[src/rtl/as_hazard_scoreboard.sv]
// as_hazard_scoreboard
// Hazard unit for the 5-stage RV64I pipeline: EX-stage forwarding selects per read port,
// ID stall on load-use / RAW / WAW against in-flight long-latency ops, a per-register busy
// scoreboard for out-of-band completions, and a saturating stall-cycle counter.
//
// Ports:
//   clk_i, rst_ni                          clock, async active-low reset
//   id_rs_i, id_rs_vld_i                   ID source registers and their valid bits
//   id_rd_i, id_rd_wr_i                    ID destination and write enable
//   id_ex_rs_i                             EX-stage source registers (forwarding lookup)
//   id_ex_mem_rd_i, id_ex_reg_rd_i         load in EX and its rd
//   ex_mem_reg_wr_i, ex_mem_reg_rd_i       EX/MEM writeback info
//   mem_wb_reg_wr_i, mem_wb_reg_rd_i       MEM/WB writeback info
//   lg_issue_i, lg_issue_rd_i              long op issued, target rd
//   lg_done_i, lg_done_rd_i                long op writes the regfile this cycle
//   forward_o                              per-port select: 00 rf, 01 MEM/WB, 10 EX/MEM, 11 long
//   stall_o                                hold PC/IF-ID, bubble ID/EX
//   pend_cnt_o, pend_full_o                outstanding long ops and full flag
//   stall_cnt_o                            saturating stall-cycle count
//   err_o                                  sticky protocol error
module as_hazard_scoreboard #(
    parameter int unsigned NUM_RS   = 2,
    parameter int unsigned MAX_PEND = 4,
    parameter int unsigned CNT_W    = 32,
    localparam int unsigned PW      = $clog2(MAX_PEND + 1)
) (
    input  logic                  clk_i,
    input  logic                  rst_ni,
    input  logic [5*NUM_RS-1:0]   id_rs_i,
    input  logic [NUM_RS-1:0]     id_rs_vld_i,
    input  logic [4:0]            id_rd_i,
    input  logic                  id_rd_wr_i,
    input  logic [5*NUM_RS-1:0]   id_ex_rs_i,
    input  logic                  id_ex_mem_rd_i,
    input  logic [4:0]            id_ex_reg_rd_i,
    input  logic                  ex_mem_reg_wr_i,
    input  logic [4:0]            ex_mem_reg_rd_i,
    input  logic                  mem_wb_reg_wr_i,
    input  logic [4:0]            mem_wb_reg_rd_i,
    input  logic                  lg_issue_i,
    input  logic [4:0]            lg_issue_rd_i,
    input  logic                  lg_done_i,
    input  logic [4:0]            lg_done_rd_i,
    output logic [2*NUM_RS-1:0]   forward_o,
    output logic                  stall_o,
    output logic [PW-1:0]         pend_cnt_o,
    output logic                  pend_full_o,
    output logic [CNT_W-1:0]      stall_cnt_o,
    output logic                  err_o
);

    logic [31:1]      busy_q, busy_d;
    logic [PW-1:0]    pend_cnt_q, pend_cnt_d;
    logic             lg_wb_vld_q;
    logic [4:0]       lg_wb_rd_q;
    logic [CNT_W-1:0] stall_cnt_q, stall_cnt_d;
    logic             err_q, err_d;

    logic [31:0] busy_vec, done_mask, busy_eff, busy_nxt;
    logic        pend_full, done_vld, issue_ok, err_evt;

    // Bit 0 is tied low so x0 can be indexed freely and never reads as busy.
    assign busy_vec    = {busy_q, 1'b0};
    assign pend_full   = (pend_cnt_q == PW'(MAX_PEND));

    // A completing register stops stalling in its done cycle; data comes via the 11 path.
    always_comb begin
        done_mask = '0;
        if (lg_done_i) done_mask[lg_done_rd_i] = 1'b1;
    end
    assign busy_eff = busy_vec & ~done_mask;

    assign done_vld = lg_done_i && busy_vec[lg_done_rd_i];
    // Issue to a still-busy register is flagged and dropped so the count tracks busy bits.
    assign issue_ok = lg_issue_i && (lg_issue_rd_i != 5'd0) && !pend_full
                      && !busy_eff[lg_issue_rd_i];
    assign err_evt  = (lg_issue_i && pend_full)
                      || (lg_done_i && !busy_vec[lg_done_rd_i])
                      || (lg_issue_i && busy_eff[lg_issue_rd_i]);

    // Clear before set: same-cycle issue and done to one rd leaves it busy.
    always_comb begin
        busy_nxt = busy_vec;
        if (done_vld) busy_nxt[lg_done_rd_i] = 1'b0;
        if (issue_ok) busy_nxt[lg_issue_rd_i] = 1'b1;
        busy_d     = busy_nxt[31:1];
        pend_cnt_d = pend_cnt_q + PW'(issue_ok) - PW'(done_vld);
        err_d      = err_q | err_evt;
        stall_cnt_d = stall_cnt_q;
        if (stall_o && (stall_cnt_q != '1)) stall_cnt_d = stall_cnt_q + CNT_W'(1);
    end

    always_comb begin
        forward_o = '0;
        for (int k = 0; k < int'(NUM_RS); k++) begin
            if (ex_mem_reg_wr_i && (ex_mem_reg_rd_i != 5'd0)
                && (ex_mem_reg_rd_i == id_ex_rs_i[5*k +: 5])) begin
                forward_o[2*k +: 2] = 2'b10;
            end else if (mem_wb_reg_wr_i && (mem_wb_reg_rd_i != 5'd0)
                         && (mem_wb_reg_rd_i == id_ex_rs_i[5*k +: 5])) begin
                forward_o[2*k +: 2] = 2'b01;
            end else if (lg_wb_vld_q && (lg_wb_rd_q == id_ex_rs_i[5*k +: 5])
                         && (id_ex_rs_i[5*k +: 5] != 5'd0)) begin
                forward_o[2*k +: 2] = 2'b11;
            end
        end
    end

    always_comb begin
        stall_o = 1'b0;
        for (int k = 0; k < int'(NUM_RS); k++) begin
            if (id_rs_vld_i[k]) begin
                if (id_ex_mem_rd_i && (id_ex_reg_rd_i != 5'd0)
                    && (id_ex_reg_rd_i == id_rs_i[5*k +: 5])) stall_o = 1'b1;
                if (busy_eff[id_rs_i[5*k +: 5]]) stall_o = 1'b1;
            end
        end
        if (id_rd_wr_i && busy_eff[id_rd_i]) stall_o = 1'b1;
        if (pend_full && lg_issue_i) stall_o = 1'b1;
    end

    always_ff @(posedge clk_i or negedge rst_ni) begin
        if (!rst_ni) begin
            busy_q      <= '0;
            pend_cnt_q  <= '0;
            lg_wb_vld_q <= 1'b0;
            lg_wb_rd_q  <= 5'd0;
            stall_cnt_q <= '0;
            err_q       <= 1'b0;
        end else begin
            busy_q      <= busy_d;
            pend_cnt_q  <= pend_cnt_d;
            lg_wb_vld_q <= lg_done_i;
            lg_wb_rd_q  <= lg_done_rd_i;
            stall_cnt_q <= stall_cnt_d;
            err_q       <= err_d;
        end
    end

    assign pend_cnt_o  = pend_cnt_q;
    assign pend_full_o = pend_full;
    assign stall_cnt_o = stall_cnt_q;
    assign err_o       = err_q;

endmodule

[config.mk]
export PLATFORM = sky130hd
export DESIGN_NAME = as_hazard_scoreboard
export DESIGN_NICKNAME = d
export VERILOG_FILES = /design/src/rtl/as_hazard_scoreboard.sv
export SDC_FILE = /design/constraint.sdc
export NUM_CORES = 1
export LEC_CHECK = 0
export CORE_ASPECT_RATIO = 0.5
export CORE_MARGIN = 2
export CORE_UTILIZATION = 54
export CTS_CLUSTER_SIZE = 16
export DETAILED_ROUTE_END_ITERATION = 6
export HOLD_SLACK_MARGIN = 0.06
export PLACE_DENSITY = 0.78
export SLEW_MARGIN = 20
export SYNTH_ARGS = -nofsm -noshare
export SYNTH_HDL_FRONTEND = slang
export SYNTH_SLANG_ARGS = --single-unit
[constraint.sdc]
create_clock -name clk_i -period 4.25 [get_ports clk_i]
set_input_delay 0.85 -clock clk_i [delete_from_list [all_inputs] [get_ports clk_i]]
set_output_delay 0.85 -clock clk_i [all_outputs]
set_load 0.02 [all_outputs]
Word level (Yosys, flattened, before mapping)

Index checks and enable logic that the tools add are counted.

Bits in registers: 73
Input bits: 60
Output and inout bits: 42
Word-level logic and storage cells: 98

$add $sub $neg: 3
Order comparisons: 7
Eq/ne operators: 10
Mux-type cells: 31
Bitwise gates (word level): 6
Reduce and logical (&&, ||, !) cells: 35

Operator list:

| kind                                                              | count |
|---|---|
| 2-to-1 mux 32 bit                                                 | 3 |
| AND 32 bit                                                        | 2 |
| NOT 32 bit                                                        | 2 |
| == test 5 bit                                                     | 8 |
| adder 32 x 1 -> 32 bit, second input constant                     | 1 |
| inequality test 32 bit, second input constant                     | 1 |
| bitwise OR 32 bit                                                 | 1 |
| < comparator 5 x 6 -> 1 bit, second input constant                | 5 |
| nonzero test 5 bit                                                | 6 |
| binary-select mux 1 bit (select 5 bit)                            | 5 |
| logical AND 1 bit                                                 | 24 |
| 2-to-1 mux 1 bit                                                  | 15 |
| 2-to-1 mux 2 bit                                                  | 6 |
| demux 1 bit (select 5 bit)                                        | 2 |
| greater-or-equal comparator 5 x 1 -> 1 bit, second input constant | 2 |
| adder 3 x 1 -> 3 bit                                              | 1 |
| == test 3 bit, second input constant                              | 1 |
| zero test 1 bit                                                   | 3 |
| subtractor 3 x 1 -> 3 bit                                         | 1 |
| logical OR 1 bit                                                  | 2 |
| bitwise OR 1 bit                                                  | 1 |

Longest topological paths before layout

Depth after elaboration: 17
Mapped depth: 19

Worst setup path after synthesis

No wires, ideal clock.

Path type: in2reg
From: in lg_done_rd_i[1]
To: reg pend_cnt_q[2], in the netlist pend_cnt_o[2]
Library setup time: 0.129 ns
Arrival time: 3.940 ns
Required time: 4.121 ns
Setup slack: 0.181 ns
Cell stages on the path: 17
Buffers on the path: 2
Cells stage by stage: buf_6 or4b_4 o21ai_2 o22ai_1 nand2_1 o22ai_1 or4_1 buf_2 inv_1 o311ai_0 ha_1 inv_1 ha_1 inv_1 fa_1 xnor2_1 xnor2_1

Longest elaborated chain between the ends: 13

Ends and longest elaborated chain:

| item                                                                                                            | RTL line | RTL |
|---|---|---|
| from (decl)                                                                                                     | 43       | `input logic [4:0] lg_done_rd_i,` |
| < comparator 5 x 6 -> 1 bit (implied by the code) or greater-or-equal comparator 5 x 1 -> 1 bit (tied branches) | 69       | `if (lg_done_i) done_mask[lg_done_rd_i] = 1'b1;` |
| logical AND 1 bit (implied by the code)                                                                         | 69       |  |
| 2-to-1 mux 1 bit (implied by the code)                                                                          | 69       |  |
| demux 1 bit (select 5 bit)                                                                                      | 69       |  |
| 2-to-1 mux 32 bit                                                                                               | 69       |  |
| NOT 32 bit                                                                                                      | 71       | `assign busy_eff = busy_vec & ~done_mask;` |
| AND 32 bit                                                                                                      | 71       |  |
| binary-select mux 1 bit (select 5 bit)                                                                          | 76       | `&& !busy_eff[lg_issue_rd_i];` |
| 2-to-1 mux 1 bit (implied by the code)                                                                          | 76       |  |
| zero test 1 bit                                                                                                 | 76       |  |
| logical AND 1 bit                                                                                               | 76       |  |
| adder 3 x 1 -> 3 bit                                                                                            | 87       | `pend_cnt_d = pend_cnt_q + PW'(issue_ok) - PW'(done_vld);` |
| subtractor 3 x 1 -> 3 bit (*)                                                                                   | 87       |  |
| via pend_cnt_d[2]                                                                                               | 53       | `logic [PW-1:0] pend_cnt_q, pend_cnt_d;` |
| to (signal assigned)                                                                                            | 132      | `pend_cnt_q <= pend_cnt_d;` |
| to (decl)                                                                                                       | 53       |  |

The timed path passes the listed nets; every way through them passes the cells marked *. The select of a mux whose other input is x is not followed.
A chain may end at the register's enable or synchronous reset.

Worst setup path in the final report

From: in id_rs_i[5]
To: out stall_o

Longest elaborated chain between the ends: 7

Ends and longest elaborated chain:

| item                                                                           | RTL line | RTL |
|---|---|---|
| from (decl)                                                                    | 29       | `input logic [5*NUM_RS-1:0] id_rs_i,` |
| branches (longest 3 deep; another with binary-select mux 1 bit (select 5 bit)) | n/a      |  |
| 2-to-1 mux 1 bit (*)                                                           | 115      | `if (busy_eff[id_rs_i[5*k +: 5]]) stall_o = 1'b1;` |
| 2-to-1 mux 1 bit (*)                                                           | 112      | `if (id_rs_vld_i[k]) begin` |
| 2-to-1 mux 1 bit (*)                                                           | 118      | `if (id_rd_wr_i && busy_eff[id_rd_i]) stall_o = 1'b1;` |
| 2-to-1 mux 1 bit (*)                                                           | 119      | `if (pend_full && lg_issue_i) stall_o = 1'b1;` |
| to (decl)                                                                      | 45       | `output logic stall_o,` |

Mark *: on every way between the ends. The select of a mux whose other input is x is not followed.

==> metrics <==
clock-pin slew on the worst setup and hold paths=0.06 ns; HPWL Detailed=14900 microns; Post-Syn Area per Cell=9.51 sq um; drt drc=0; gr busiest metal=met2; Worst Path Required=3.40 ns; routing usage on met3=0.0910; grt ovf=0; I/O Buffers=101; dpl ws=-0.724 ns; worst r2r src=busy_q[30]; ys flop type=dfrtp_1; area of the multi-input gates=3630 sq um; Area Overhead vs Synth=43.6%; Setup crit end kind=output pin; fin util=0.791; minimum clock period=4.22 ns; kind of critical path=input port to output pin; post-synth top area share=0.327; PwrDens=416 nW/um^2; Post-synth EDFFs=0; Critical Path Start Type=input port; core area=10100 sq um; count leader, synth=dfrtp_1; Final Worst Setup Slack=0.0329 ns; arrival time worst endpoint=3.37 ns; Post-DRT Antenna Nets=0; Worst Path Max Fanout=16; max cap viols=0; vias per cell=6.23; drt initial violations=598; slowest library cell on the worst path=a2111oi_0; diode count=0; M1 GR Usage=0.510; most used cell, CP=buf_4; largest net degree at the start of global routing=52; reg2reg end=pend_cnt_o[2]; P_leak=3.42 nW; Setup Viol. Count Final=0; nets@finish=861; vias in the first global route=5719; peak supply drop=0.232 mV; initial antenna violation count=0; clk sinks=73; CTS buffer count=9; Clock Skew=0.0102 ns; sequential cell area=1830 sq um; layout cell share with drive strength beyond 1=0.283; Synth area leaders=dfrtp_1 (33%), xnor2_1 (7.7%), mux4_2 (7.7%); Worst-Margin Slew=0.677 ns; critical path, cell by cell=clkdlybuf4s50_1 -> buf_4 -> mux2_2 -> a2111oi_0 -> o41ai_2 -> nand4b_1 -> buf_4 -> buf_2; Syn Inst Count=588; Final Hold Vio Count=0; number of max-slew violations in the final report=0; Hold WC Path Type=flop to flop; Setup TNS=0 ns; GRT Util Overall=0.356; area leader, netlist=dfrtp_1; TritonCTS clock tree=done; # rows=26; most frequent cells after synthesis=dfrtp_1 (73), xnor2_1 (49), o21ai_0 (38); fillers=705; Starting Density=0.551; post-synthesis net count=652; clock buffer depth=2; Cell Area, Synth=5590 sq um; Post-synth ARST share=1.00; GPL Wtd Cong=1.01; status=finished clean; final clock period utilization by the worst path=0.992; flops & latches, synth=73; Die Ht=76.0 microns; Boundary Pins=102; R2R Setup Slk=0.85 ns; first-pass GRT wire length=31300 microns; worst hold stages=1; Seq/Total Area, Yosys=0.327; Hold EP=stall_cnt_o[14]; insertion delay to the later sink of the worst-skew pair=0.34 ns; f_max=237 MHz; GR Util met2=0.555; die outline area=11200 sq um; Hold Startpoint=stall_cnt_o[14]; Slew HR=0.537; root buffer cell=clkbuf_16; Die Width=148 microns; Synth cell types=66; reg2reg path depth=15; Yosys warnings=0; DRT Pass-1 Iters=6; routed vias=5865; wire per inst=21.0 microns; CTS H-tree depth=3; Max stage delay on crit path=0.65 ns; Post-Route WL=19800 microns
==> worst max-delay path: cells and delay by family <==
kind            cells  cell delay [ns]
buf+inv             4             1.16
compound gates      2             0.84
mux                 1             0.37
simple gates        1             0.13
==> flip-flops by register name, summed over array words and instances (netlist names) <==
name and flops:
stall_cnt_o 32, busy_q 31, lg_wb_rd_q 5, pend_cnt_o 3, err_o 1, lg_wb_vld_q 1
==> worst max-delay path by stage <==
stage,startpoint,endpoint,depth (start not counted)
3_3_place_gp,lg_done_rd_i[4],stall_o,10
6_report,id_rs_i[5],stall_o,8
4_1_cts,lg_done_rd_i[4],pend_cnt_o[2],17
2_1_floorplan,lg_done_rd_i[1],pend_cnt_o[2],17
3_5_place_dp,lg_done_rd_i[3],stall_o,10
5_1_grt,id_rs_i[5],stall_o,11
==> cells in the final DEF (no fill, tap or decap), drive strengths merged, types with 3 or more instances in the layout <==
master and n:
a21oi 10, nand3b 7, clkbuf 13, ha 3, nand2 19, nand4bb 3
clkdlybuf4s50 92, or3 6, o31ai 9, nand2b 9, nand4 14, and3 35
o21ai 69, mux4 19, xnor2 49, nor4 16, nor3b 6, nor2 19
nor2b 7, buf 140, a211oi 3, nand3 37, o311ai 3, or4 5
dfrtp 73, inv 19, nand4b 8, o211ai 3, clkinvlp 3, a32oi 3
nor3 13, xor2 26, mux2i 18, mux2 7, o22ai 5
==> cells by family after synthesis <==
family          after synthesis  share of synthesized area
simple gates                212                      0.233
mux                          44                      0.123
xor+xnor                     75                      0.117
compound gates              123                      0.142
fa+ha+maj                     4                     0.0103
buf+inv                      57                     0.0474
flops                        73                      0.327
==> per-stage QoR <==
stage | hold slack [ns] | instance area (sq um) | power, mW | std cells
after floorplan | 0.493 | 5590 | 1.69 | 588
after global placement | 0.479 | 7550 | 2.48 | 918
after detailed placement | 0.479 | 7550 | 2.50 | 918
after CTS | 0.494 | 7910 | 3.27 | 938
after global routing | 0.520 | 8030 | 3.47 | 942
final | 0.488 | 8030 | 3.34 | 942
==> metal layers <==
metal	up-vias	wire length, microns
met5	-	0
met3	48	2370
li1	2640	-
met4	0	309
met1	2819	8230
met2	358	8850
==> where the power goes <==
| group | total (mW) | leakage [nW] | switching, mW | internal (mW) |
|---|---|---|---|---|
| logic | 1.55 | 2.35 | 0.758 | 0.796 |
| clock network | 0.743 | 0.133 | 0.325 | 0.418 |
| registers | 1.04 | 0.938 | 0.189 | 0.851 |
| total | 3.34 | 3.42 | 1.27 | 2.06 |
==> layout make-up <==
cell class                      count  area share
Clock buffer                       10      0.0298
Clock inverter                      6     0.00639
Inverter                           17     0.00795
Multi-Input combinational cell    458       0.452
Sequential cell                    73       0.228
Tap cell                          140      0.0218
Timing Repair Buffer              238       0.254
==> timing repair <==
action / CTS / global route
hold buffers: 0 / 0
pin swaps: 7 / 7
hold endpoints to repair: 0 / 0
buffers inserted: 3 / 4
setup endpoints to repair: 3 / 3
gates cloned: 1 / 0
gates resized for setup: 30 / 34
Note: power is estimated with default switching activity, not from simulation.
